--- src/rtl/mdu_ctrl.sv ---
// EX-stage multiply/divide controller: single-cycle multiplier, 32-step
// restoring divider, and the architectural HI/LO registers.
module mdu_ctrl #(
   parameter int DIV_STEPS = 32
) (
   input  logic        clk,
   input  logic        reset,
   input  logic        op_valid,
   output logic        op_ready,
   input  logic [5:0]  op_code,
   input  logic [31:0] src1,
   input  logic [31:0] src2,
   input  logic        flush,
   output logic        busy,
   output logic [31:0] hi_rdata,
   output logic [31:0] lo_rdata
);

   typedef enum logic [1:0] {IDLE, MUL, DIV, FIX} state_t;

   localparam logic [4:0] LAST = 5'(DIV_STEPS - 1);

   state_t      state_q, state_d;
   logic [31:0] hi_q, hi_d, lo_q, lo_d;
   logic [31:0] opa_q, opa_d, opb_q, opb_d;
   logic [31:0] rem_q, rem_d;
   logic [4:0]  cnt_q, cnt_d;
   logic        msgn_q, msgn_d;
   logic        qsgn_q, qsgn_d;
   logic        rsgn_q, rsgn_d;

   logic        accept;
   logic [31:0] a_abs, b_abs;
   logic [63:0] a_ext, b_ext, prod;
   logic [32:0] shifted, trial;

   assign accept = op_valid && op_ready && !flush;
   assign a_abs  = src1[31] ? -src1 : src1;
   assign b_abs  = src2[31] ? -src2 : src2;

   // Low 64 bits of the extended product are exact for both signednesses
   assign a_ext = msgn_q ? {{32{opa_q[31]}}, opa_q} : {32'b0, opa_q};
   assign b_ext = msgn_q ? {{32{opb_q[31]}}, opb_q} : {32'b0, opb_q};
   assign prod  = a_ext * b_ext;

   // opa doubles as the dividend shifter and the quotient accumulator
   assign shifted = {rem_q, opa_q[31]};
   assign trial   = shifted - {1'b0, opb_q};

   always_ff @(posedge clk) begin
      if (reset) begin
         state_q <= IDLE;
      end else begin
         state_q <= state_d;
      end
   end

   always_comb begin
      state_d = state_q;
      unique case (state_q)
         IDLE: begin
            if (accept && (op_code[5] || op_code[4])) begin
               state_d = DIV;
            end else if (accept && (op_code[3] || op_code[2])) begin
               state_d = MUL;
            end
         end
         MUL: state_d = IDLE;
         DIV: begin
            if (flush) begin
               state_d = IDLE;
            end else if (cnt_q == LAST) begin
               state_d = FIX;
            end
         end
         FIX: state_d = IDLE;
         default: state_d = IDLE;
      endcase
   end

   always_comb begin
      op_ready = (state_q == IDLE);
      busy     = (state_q != IDLE);
   end

   always_comb begin
      hi_d   = hi_q;
      lo_d   = lo_q;
      opa_d  = opa_q;
      opb_d  = opb_q;
      rem_d  = rem_q;
      cnt_d  = cnt_q;
      msgn_d = msgn_q;
      qsgn_d = qsgn_q;
      rsgn_d = rsgn_q;
      unique case (state_q)
         IDLE: begin
            if (accept) begin
               unique case (1'b1)
                  op_code[5]: begin
                     opa_d  = a_abs;
                     opb_d  = b_abs;
                     qsgn_d = src1[31] ^ src2[31];
                     rsgn_d = src1[31];
                     rem_d  = '0;
                     cnt_d  = '0;
                  end
                  op_code[4]: begin
                     opa_d  = src1;
                     opb_d  = src2;
                     qsgn_d = 1'b0;
                     rsgn_d = 1'b0;
                     rem_d  = '0;
                     cnt_d  = '0;
                  end
                  op_code[3]: begin
                     opa_d  = src1;
                     opb_d  = src2;
                     msgn_d = 1'b1;
                  end
                  op_code[2]: begin
                     opa_d  = src1;
                     opb_d  = src2;
                     msgn_d = 1'b0;
                  end
                  op_code[1]: hi_d = src1;
                  op_code[0]: lo_d = src1;
                  default: ;
               endcase
            end
         end
         MUL: begin
            if (!flush) begin
               {hi_d, lo_d} = prod;
            end
         end
         DIV: begin
            rem_d = trial[32] ? shifted[31:0] : trial[31:0];
            opa_d = {opa_q[30:0], ~trial[32]};
            cnt_d = cnt_q + 5'd1;
         end
         FIX: begin
            if (!flush) begin
               lo_d = qsgn_q ? -opa_q : opa_q;
               hi_d = rsgn_q ? -rem_q : rem_q;
            end
         end
         default: ;
      endcase
   end

   always_ff @(posedge clk) begin
      if (reset) begin
         hi_q   <= '0;
         lo_q   <= '0;
         opa_q  <= '0;
         opb_q  <= '0;
         rem_q  <= '0;
         cnt_q  <= '0;
         msgn_q <= 1'b0;
         qsgn_q <= 1'b0;
         rsgn_q <= 1'b0;
      end else begin
         hi_q   <= hi_d;
         lo_q   <= lo_d;
         opa_q  <= opa_d;
         opb_q  <= opb_d;
         rem_q  <= rem_d;
         cnt_q  <= cnt_d;
         msgn_q <= msgn_d;
         qsgn_q <= qsgn_d;
         rsgn_q <= rsgn_d;
      end
   end

   assign hi_rdata = hi_q;
   assign lo_rdata = lo_q;

endmodule

--- config.mk ---
export PLATFORM = sky130hd
export DESIGN_NAME = mdu_ctrl
export DESIGN_NICKNAME = d
export VERILOG_FILES = /design/src/rtl/mdu_ctrl.sv
export SDC_FILE = /design/constraint.sdc
export NUM_CORES = 2
export LEC_CHECK = 0
export ABC_CLOCK_PERIOD_IN_PS = 8700
export BUFFER_PORTS_ARGS = -buffer_cell sky130_fd_sc_hd__buf_2
export CAP_MARGIN = 20
export CORE_UTILIZATION = 40
export CTS_CLUSTER_DIAMETER = 200
export CTS_CLUSTER_SIZE = 16
export DETAILED_ROUTE_END_ITERATION = 12
export HOLD_SLACK_MARGIN = 0.02
export SLEW_MARGIN = 5
export SYNTH_ARGS = -nofsm -noshare
export SYNTH_HDL_FRONTEND = slang
export SYNTH_SLANG_ARGS = --single-unit
--- constraint.sdc ---
create_clock -name clk -period 8.7 [get_ports clk]
set_clock_uncertainty 0.15 [all_clocks]
set_input_delay 1.305 -clock clk [delete_from_list [all_inputs] [get_ports clk]]
set_output_delay 1.305 -clock clk [all_outputs]
set_load 0.02 [all_outputs]
==> results.toml <==
[placed_design]
gp_congestion = 0.978
hpwl_mm = 187
dpl-instance-area_mm2 = 0.0670
port_buffers = 139

[cells_and_area]
final_area_mm2 = 0.0702
layout.cells.most_common = "inv_1"
drive_gt1_frac = 0.191
layout_common_cells = "inv_1 (1520), fa_1 (1352), nand2_1 (694)"
area_delta_synth_final_pct = 19.7
finalNetCount = 9145
utilization = 0.482

[timing]
slew_viol_final = 0
worst-slew-pin-transition_ns = 1.20
rsz0062_at_grt = "yes"
fin_crit_ns = 8.98
finalSetupViolCount = 18
final.setup.worst_slack_ns = -0.277
hold_violations = 0
period_share = 1.03
slew_headroom = 0.200
max_clock_freq_ghz = 0.111

[pwr]
power.density_mw_per_mm2 = 117
finalPower_uw = 8240
p_leak_uw = 0.0350
peakVddDrop_v = 0.000172

[routing]
first_iter_violations = 3670
routed.top_layer = "met5"
met2_length_mm = 102
viasPerCell = 5.28
wl_met1_mm = 84.8
drtPass1Iterations = 6
vias = 48800
drc = 0
routed-wl-met3_mm = 16.2
totalWireLength_mm = 216
detail-route-antenna-nets = 0
post_drt_wl_per_cell_um = 23.3

[worst_setup_path]
cp.arrival_ns = 9.23
cp_max_fo = 4
critPathMaxStageDelay_ns = 0.58
endpoint_kind = "register"
cp_common_cell = "fa_1"
critical_path_class = "register to register"
cp_slowest_cell = "fa_2"
cp.required_ns = 8.95
start_kind = "register"

[synthesis]
synth-adder-area-share = 0.560
synth_top_area_frac = 0.485
synthCells = 6659
syn_area_mm2 = 0.0586
ys_types = 79
synth.area.mux_share = 0.00256
synth_top_family_by_area = "adder cells"
synth_compound_area_frac = 0.0847
synth_area_leader_cell = "fa_1"
synth_warnings = 0
synth-simple-area-share = 0.133
async_flop_share = 0
synth_seq_cells = 170
ys_top_cells_by_area = "fa_1 (48%), inv_1 (10%), ha_1 (7.4%), dfxtp_1 (5.8%), nand2_1 (4.5%)"
syn_nets = 8500
yosys.area_share.xor_xnor = 0.0381
synth_area_per_cell_um2 = 8.80
synth-edff-count = 0
synth_flop_cell = "dfxtp_1"
seq_area_frac_synth = 0.0581

[cts]
cts_buffers = 17
htreeDepth = 4
cts_buffer_depth = 2
insertion_delay_ns = 0.55
clk_pin_slew_ns = 0.10
root_buffer = "clkbuf_16"
cts_hold_buf = 0
cts.sinks = 170
cts_tree = "built"

[die]
num_io_pins = 140
die_area_mm2 = 0.148
rows = 140
fp.dieW_um = 385
coreArea_mm2 = 0.146
dieHeight_um = 385
initial_core_util = 0.403

[run_status]
status = "finished, violations left"
violations = "setup timing"

[job]
drv_cap = 0

[min_path]
hold_class = "register to register"

[grt]
grt_usage = 0.301
grt_pass1_wl_mm = 329
grt.overflow.total = 0
grt_antenna_before_repair = 14
first_global_vias = 52200
grt_max_degree = 86
==> cells by family after synthesis <==
kind of cell               after synthesis
buffers and inverters                 1939
adders and majority gates             1770
and+or+nand+nor                       1751
AOI/OAI and AO/OA                      759
xor gates and xnor gates               255
DFF                                    170
muxes                                   15
==> cell usage after synthesis (all sizes together) (34+ instances only) <==
library cell	count
xor2	80
o21ai	147
nor3	49
a21o	61
nor2	573
and2	245
buf	57
and3	34
a211oi	61
fa	1420
a21oi	229
ha	347
o211ai	45
clkbuf	287
nand2	709
inv	1580
xnor2	175
dfxtp	170
==> where the power goes <==
part	leakage [µW]	internal, µW	switching [µW]
sequential	0.00141	837	76.5
clock	0.000314	457	465
combinational	0.0332	2640	3760
==> per-layer routing <==
layer,vias to the layer above,GRT usage
met1,25200,0.386
met5,-,0
met2,1893,0.489
met3,474,0.0535
li1,21200,-
met4,12,0.150
==> final cells by class <==
| type | count | area (µm²) |
|---|---|---|
| Clock buffer | 18 | 450 |
| Antenna cell | 5 | 12.5 |
| Timing Repair Buffer | 970 | 8200 |
| Inverter | 1595 | 6040 |
| Sequential cell | 170 | 3510 |
| Tap cell | 1917 | 2400 |
| Fill cell | 13900 | 75400 |
| Multi-Input combinational cell | 4550 | 49400 |
| Clock inverter | 14 | 190 |
==> through the flow <==
| step | cells | setup TNS (ns) | setup slack [ns] | hold slack, ns |
|---|---|---|---|---|
| after CTS | 9196 | -1.45 | -0.184 | 0.308 |
| after global routing | 9235 | -8.74 | -0.540 | 0.321 |
| after detailed placement | 9120 | -10.0 | -0.525 | 0.297 |
| final | 9239 | -3.32 | -0.277 | 0.310 |
| after floorplan | 6659 | -0.0202 | -0.0202 | 0.278 |
| after global placement | 9120 | -9.40 | -0.531 | 0.292 |
==> sequential cells by signal (all words and copies together) (netlist names) <==
signal and count:
state_q 2, opa_q 32, hi_rdata 32, lo_rdata 32, qsgn_q 1, opb_q 32, rsgn_q 1, rem_q 32
msgn_q 1, cnt_q 5
==> final timing paths <==
kind / start / to / slack [ns] / cells after the start
setup / recovery: opb_q[7] / hi_rdata[23] / -0.28 / 30
hold / removal: lo_rdata[5] / lo_rdata[5] / 0.31 / 2
setup reg to reg: opb_q[7] / hi_rdata[23] / -0.28 / 30
hold reg to reg: lo_rdata[5] / lo_rdata[5] / 0.31 / 2
==> critical path: cells and delay by family (launching register included) <==
family	cells	cell delay [ns]
AO/OA/AOI/OAI	5	1.00
adder cells (fa/ha/maj)	11	5.38
buffers and inverters	9	0.68
flip-flops	1	0.35
AND/OR/NAND/NOR	5	1.25
==> repair_timing <==
item                                    in CTS  in global routing
setup buffers                               45                 41
endpoints found under the setup margin      35                 42
hold endpoints to repair                     0                  0
pin swaps                                  174                175
cloned                                       0                  0
gates resized for setup                    273                220
Note: power is estimated with default switching activity, not from simulation.
